<file path="config.mk">
export PLATFORM = sky130hd
export DESIGN_NAME = div_cfg_ctrl
export DESIGN_NICKNAME = d
export VERILOG_FILES = /design/src/rtl/div_cfg_ctrl.sv
export SDC_FILE = /design/constraint.sdc
export NUM_CORES = 1
export LEC_CHECK = 0
export BUFFER_PORTS_ARGS = -buffer_cell sky130_fd_sc_hd__buf_2
export CORE_MARGIN = 2
export CORE_UTILIZATION = 30
export DETAILED_ROUTE_END_ITERATION = 10
export PLACE_DENSITY_LB_ADDON = 0.1
export SLEW_MARGIN = 10
export SYNTH_ARGS = -nofsm -noshare
export SYNTH_HDL_FRONTEND = slang
export SYNTH_SLANG_ARGS = --single-unit
</file>
<file path="constraint.sdc">
create_clock -name I_ref_clk -period 2.9 [get_ports I_ref_clk]
set_input_delay 0.58 -clock I_ref_clk [delete_from_list [all_inputs] [get_ports I_ref_clk]]
set_output_delay 0.58 -clock I_ref_clk [all_outputs]
set_load 0.01 [all_outputs]
</file>
<file path="src/rtl/div_cfg_ctrl.sv">
// rtl/div_cfg_ctrl.sv - divider ratio configuration front-end with quiescent switch window
module div_cfg_ctrl #(
    parameter int          HOLD_CYCLES = 4,
    parameter logic [7:0]  RESET_RATIO = 8'd1
) (
    input  logic       I_ref_clk,
    input  logic       I_rst,
    input  logic       I_enable,
    input  logic       I_cfg_valid,
    output logic       o_cfg_ready,
    input  logic       I_cfg_mode,
    input  logic [7:0] I_cfg_data,
    output logic [7:0] o_div_ratio,
    output logic       o_clk_en,
    output logic       o_busy,
    output logic       o_cfg_err
);

    localparam int CW = $clog2(HOLD_CYCLES + 1);
    localparam logic [CW-1:0] HOLD_LAST = CW'(HOLD_CYCLES - 1);

    typedef enum logic [1:0] {
        ST_IDLE,
        ST_QUIESCE,
        ST_LOAD,
        ST_RESUME
    } state_t;

    state_t        state_q, state_d;
    logic [CW-1:0] cnt_q, cnt_d;
    logic [7:0]    ratio_q, ratio_d;
    logic [7:0]    staged_q, staged_d;
    logic          clk_en_q, clk_en_d;
    logic          err_q, err_d;

    logic [7:0]    map_ratio;
    logic          map_ok;
    logic [7:0]    target;
    logic          target_ok;

    always_comb begin
        map_ratio = 8'd0;
        map_ok    = 1'b1;
        case (I_cfg_data)
            8'd32:   map_ratio = 8'd1;
            8'd16:   map_ratio = 8'd2;
            8'd8:    map_ratio = 8'd4;
            8'd4:    map_ratio = 8'd8;
            default: map_ok    = 1'b0;
        endcase
        target    = I_cfg_mode ? map_ratio : I_cfg_data;
        target_ok = !I_cfg_mode || map_ok;
    end

    always_comb begin
        state_d  = state_q;
        cnt_d    = cnt_q;
        ratio_d  = ratio_q;
        staged_d = staged_q;
        clk_en_d = 1'b0;
        err_d    = 1'b0;
        case (state_q)
            ST_IDLE: begin
                clk_en_d = I_enable;
                if (I_cfg_valid) begin
                    if (!target_ok) begin
                        err_d = 1'b1;
                    end else if (target != ratio_q) begin
                        // Enable drops on the same edge the request is taken.
                        staged_d = target;
                        state_d  = ST_QUIESCE;
                        cnt_d    = '0;
                        clk_en_d = 1'b0;
                    end
                end
            end
            ST_QUIESCE: begin
                if (cnt_q == HOLD_LAST) begin
                    state_d = ST_LOAD;
                    cnt_d   = '0;
                end else begin
                    cnt_d = cnt_q + CW'(1);
                end
            end
            ST_LOAD: begin
                ratio_d = staged_q;
                state_d = ST_RESUME;
                cnt_d   = '0;
            end
            ST_RESUME: begin
                if (cnt_q == HOLD_LAST) begin
                    state_d = ST_IDLE;
                    cnt_d   = '0;
                end else begin
                    cnt_d = cnt_q + CW'(1);
                end
            end
            default: begin
                state_d = ST_IDLE;
                cnt_d   = '0;
            end
        endcase
    end

    always_ff @(posedge I_ref_clk or posedge I_rst) begin
        if (I_rst) begin
            state_q  <= ST_IDLE;
            cnt_q    <= '0;
            ratio_q  <= RESET_RATIO;
            staged_q <= RESET_RATIO;
            clk_en_q <= 1'b0;
            err_q    <= 1'b0;
        end else begin
            state_q  <= state_d;
            cnt_q    <= cnt_d;
            ratio_q  <= ratio_d;
            staged_q <= staged_d;
            clk_en_q <= clk_en_d;
            err_q    <= err_d;
        end
    end

    assign o_div_ratio = ratio_q;
    assign o_clk_en    = clk_en_q;
    assign o_cfg_err   = err_q;
    assign o_cfg_ready = (state_q == ST_IDLE);
    assign o_busy      = (state_q != ST_IDLE);

endmodule

</file>
==> results of run 1 <==
area by class of cell:
type                            instances  area [um^2]  area share, %
Clock buffer                            3         41.3           2.38
Inverter                               15         56.3           3.24
Clock inverter                          1         5.00          0.288
Timing Repair Buffer                   29          158           9.08
Multi-Input combinational cell        108          815           46.9
Tap cell                               67         83.8           4.83
Sequential cell                        23          578           33.3
worst max path at each step:
| stage | startpoint | endpoint | slack (ns) | cells after the start |
|---|---|---|---|---|
| after CTS | I_cfg_data[5] | staged_q[1] | 0.43 | 7 |
| after detailed placement | I_cfg_data[5] | staged_q[1] | 0.15 | 7 |
| after global placement | I_cfg_data[5] | staged_q[3] | 0.23 | 7 |
| final | I_cfg_data[5] | staged_q[1] | 0.43 | 7 |
| after global routing | I_cfg_data[5] | staged_q[1] | 0.35 | 7 |
| after floorplan | I_cfg_data[4] | staged_q[1] | 0.34 | 7 |
kinds of logic after synthesis:
| logic type | count (synthesis) | synth area share [%] |
|---|---|---|
| buffers and inverters | 19 | 5.03 |
| AND/OR/NAND/NOR | 53 | 20.6 |
| adder cells (fa/ha/maj) | 5 | 4.27 |
| XOR/XNOR | 4 | 2.39 |
| multiplexers | 12 | 9.56 |
| flip-flops | 23 | 39.4 |
| AO/OA/AOI/OAI | 34 | 18.8 |
power breakdown:
part | total, mW | internal (mW) | leakage, nW | switching (mW)
combinational | 0.731 | 0.343 | 0.464 | 0.388
sequential | 0.576 | 0.464 | 0.287 | 0.113
clock | 0.202 | 0.0961 | 0.0255 | 0.106
cell usage after synthesis (2+ instances only):
cell        n
dfrtp_1    21
inv_1      15
nor2_1     13
nand2_1    10
mux2_2      8
o21ai_0     8
ha_1        5
nand3_1     5
nor2b_1     5
o2bb2ai_1   4
nor3b_1     3
a21oi_1     2
a31oi_1     2
a32oi_1     2
and3_1      2
clkbuf_1    2
dfstp_2     2
mux2_4      2
mux2i_1     2
nand2b_1    2
nor3_1      2
o22ai_1     2
o31a_1      2
o32ai_1     2
or3b_1      2
xnor2_1     2
xor2_1      2
metal layers:
layer	vias up	part of all wire, %	global-route usage, %
li1	603	-	-
met1	567	50	19.2
met2	26	45	21.9
met3	4	3.4	2.19
met4	0	1.2	4.85
met5	-	0	0
state kept, by name, indices dropped and copies added, names as in the netlist:
name	cells
o_cfg_err	1
state_q	2
o_clk_en	1
staged_q	8
cnt_q	3
o_div_ratio	8
worst max-delay path, cell delays in order:
cell and delay, ns:
buf_2 0.15, or3b_1 0.41, o31a_1 0.35, xor2_1 0.16, o211a_4 0.17, a311oi_4 0.45, mux2_4 0.34
stage by stage:
| step | hold WS (ns) | worst slack (ns) | util [%] |
|---|---|---|---|
| final | 0.476 | 0.429 | 36.8 |
| after global routing | 0.507 | 0.348 | 36.8 |
| after CTS | 0.485 | 0.434 | 36.8 |
| after detailed placement | 0.473 | 0.154 | 35.8 |
| after global placement | 0.480 | 0.234 | 35.8 |
| after floorplan | 0.442 | 0.343 | - |
==> impl_metrics.toml, run 1 <==
[setup_path]
crit_arrival_ns = 2.63
reg2reg_slack_ns = 0.81
start_kind = "primary input"
r2r-start = "o_div_ratio[4]"
reg2reg_depth = 7
critPathMaxFanout = 7
crit_path_end_kind = "flip-flop"
worst_ep_required_time_ns = 3.05
crit_type = "in2reg"
r2r_end = "staged_q[1]"

[cts]
htree_num_levels = 1
clk_latency_ns = 0.27
cts_sinks = 23
cts_tree = "done"
cts_resized = 0
numCtsBuffers = 3
ctsRootBufferMaster = "clkbuf_8"
hold_buffers = 0
cts_setup_buffers = 0
clkSlewWorstSetupHoldPaths_ns = 0.08
clockBufferDepth = 2

[grt]
grt_usage_pct = 13.9
antenna_found_initial = 0
grt_pass1_vias = 1201
grt_overflow = 0
grt_pass1_wl_um = 5750
grt_max_degree = 24

[job]
drv_cap = 0

[sta]
rsz0062_at_grt = "false"
relSlewSlack_pct = 38.6
setup_viol = 0
hold_violations = 0
fmax_mhz = 405
period_minus_slack_ns = 2.47
tns_ns = 0
skew_ns = 0.00619
worstMarginPinSlew_ns = 0.920
period_share_pct = 85.2
slew_violations = 0

[synthesis]
syn_avg_cell_area_um2 = 9.78
synth_edf_count = 0
yosysTopAreaCell = "dfrtp_1"
seq_area_frac_synth_pct = 39.4
synth_fp_nets = 168
async_reset_ff_share_pct = 100
synth_cell_types = 48
yosys_most_used_dff = "dfrtp_1"
syn-cell-area_um2 = 1470
synth_area_leaders = "dfrtp_1, mux2_2, ha_1"
synth_top_area_share_pct = 35.8
syn_inst = 150
synth_seq_cells = 23
yosysWarnings = 0

[detailed_routing]
vias = 1200
viasPerCell = 4.88
totalWireLength_um = 3420
drtAntennaViolNets = 0
drtIter0Drc = 70
wl_per_cell_um = 13.9
first_pass_iters = 4
drc_errors = 0

[die]
ios = 25
coreArea_um2 = 4720
die_h_um = 73.9
die_x_um = 73.9
die-area_um2 = 5460
start_util_pct = 31.0
rows = 25

[power_and_ir_drop]
ir_drop_uv = 391
p_per_area_nw_per_um2 = 869
power.total_mw = 1.51
leakage_nw = 0.777

[layout]
design_area_um2 = 1740
final_cells = 246
n_antenna_cell = 0
drive_gt1_share_pct = 27.4
nFillCells = 505
area_growth_pct = 18.4
nets = 198
mostFrequentLayoutCells = "buf_2, dfrtp_1, inv_1"
layout_commonest_cell = "buf_2"

[worst_hold_path]
holdPathEnd = "staged_q[0]"
min_path_type = "reg2reg"
whs_path_depth = 2
min_from = "staged_q[0]"

[place]
port-buffer-count = 24
hpwl_um = 2630
dpl-instance-area_um2 = 1690
placed_cells = 242
gp_congestion = 0.788

[outcome]
status = "complete, no violations"
(Power assumes the default switching activity.)
==> run 2, diff against run 1 <==
Settings changed: MAX_ROUTING_LAYER set to met4.
==> impl_metrics.toml, run 2 (synthesized netlist as in run 1, its figures left out) <==
[sta]
period_minus_slack_ns = 2.47
skew_ns = 0.00621
tns_ns = 0
post-route-worst-setup-slack_ns = 0.429
slew_violations = 0
worstMarginPinSlew_ns = 0.920
setup_viol = 0
hold_violations = 0
relSlewSlack_pct = 38.6
rsz0062_at_grt = "false"
period_share_pct = 85.2
fmax_mhz = 405

[power_and_ir_drop]
power_frac_comb_pct = 48.4
power.share.sequential_pct = 38.2
p_int_mw = 0.903
p_sw_share_pct = 40.2
ir_drop_uv = 391
p_per_area_nw_per_um2 = 869
switchingPower_mw = 0.606
power.total_mw = 1.51
leakage_nw = 0.777
power_frac_clock_pct = 13.4

[place]
post-place-ws_ns = 0.154
hpwl_um = 2630
port-buffer-count = 24
gp_congestion = 0.799

[setup_path]
reg2reg_slack_ns = 0.81
crit_arrival_ns = 2.63
r2r_end = "staged_q[1]"
crit_path_end_kind = "flip-flop"
crit_type = "in2reg"
start_kind = "primary input"
reg2reg_depth = 7
cp_slowest_stage_delay_ns = 0.45
r2r-start = "o_div_ratio[4]"
critPathMaxFanout = 7
worst_ep_required_time_ns = 3.05
crit_path_top_delay_cell = "a311oi_4"
crit_chain = "buf_2, or3b_1, o31a_1, xor2_1, o211a_4, a311oi_4, mux2_4"

[cts]
clk_latency_ns = 0.27
cts_sinks = 23
clkSlewWorstSetupHoldPaths_ns = 0.08
cts_setup_buffers = 0
cts_tree = "done"
numCtsBuffers = 3
htree_num_levels = 1
ctsRootBufferMaster = "clkbuf_8"
cts_resized = 0
clockBufferDepth = 2
hold_buffers = 0

[layout]
finalCoreUtilization_pct = 36.8
drive_gt1_share_pct = 27.4
nets = 198
area_growth_pct = 18.4
layout_commonest_cell = "buf_2"
n_antenna_cell = 0
mostFrequentLayoutCells = "buf_2, dfrtp_1, inv_1"

[die]
start_util_pct = 31.0
die_x_um = 73.9
rows = 25
coreArea_um2 = 4720
die_h_um = 73.9
die-area_um2 = 5460
ios = 25

[grt]
grt_usage_pct = 14.3
antenna_found_initial = 0
grt_overflow = 0
grt_pass1_wl_um = 5750
grt_pass1_vias = 1201
grt_max_degree = 24

[detailed_routing]
drtIter0Drc = 67
viasPerCell = 4.88
drc_errors = 0
drtAntennaViolNets = 0
wl_per_cell_um = 13.9
first_pass_iters = 4
totalWireLength_um = 3420
vias = 1200

[worst_hold_path]
min_from = "staged_q[0]"
holdPathEnd = "staged_q[0]"
min_path_type = "reg2reg"
whs_path_depth = 2

[job]
drv_cap = 0

[outcome]
status = "complete, no violations"
[run 2: cell counts in the layout (fill, tap and decap cells not counted)]
Identical to the previous run, type by type.
[run 2: power groups by stage]
stage                     Combinational, mW  Clock [mW]  Sequential (mW)
final                                 0.731       0.202            0.576
after global routing                  0.828       0.225            0.601
after CTS                             0.741       0.215            0.581
after detailed placement              0.737           0            0.587
after global placement                0.734           0            0.581
after floorplan                       0.515           0            0.584
[run 2: routing by layer]
metal  wire length, um  vias up  global-route usage (%)
met5                 0        -                       -
met4                39        0                    4.85
met3               117        4                    2.19
met2              1540       26                    21.9
met1              1720      567                    19.2
li1                  -      603                       -
[run 2: critical path, delay by kind of cell]
family	cells	cell delay, ns
buffers and inverters	1	0.15
multiplexers	1	0.34
AO/OA/AOI/OAI	3	0.97
AND/OR/NAND/NOR	1	0.41
XOR/XNOR	1	0.16
[run 2: layout make-up]
type / instances / area, um^2
Tap cell: 67 / 83.8
Multi-Input combinational cell: 108 / 815
Clock inverter: 1 / 5.00
Inverter: 15 / 56.3
Sequential cell: 23 / 578
Timing Repair Buffer: 29 / 158
Clock buffer: 3 / 41.3
Fill cell: 505 / 2990
[run 2: how the worst max path moves through the flow]
| stage | start | endpoint | cells after the start |
|---|---|---|---|
| detailed placement | I_cfg_data[5] | staged_q[1] | 7 |
| global route | I_cfg_data[5] | staged_q[1] | 7 |
| finish | I_cfg_data[5] | staged_q[1] | 7 |
| global placement | I_cfg_data[5] | staged_q[3] | 7 |
| floorplan | I_cfg_data[4] | staged_q[1] | 7 |
| CTS | I_cfg_data[5] | staged_q[1] | 7 |
[run 2: through the flow]
step,hold WS [ns],cell area [um^2],cells
floorplan,0.442,1470,150
global placement,0.480,1690,242
detailed placement,0.473,1690,242
CTS,0.485,1740,246
global route,0.507,1740,246
finish,0.476,1740,246
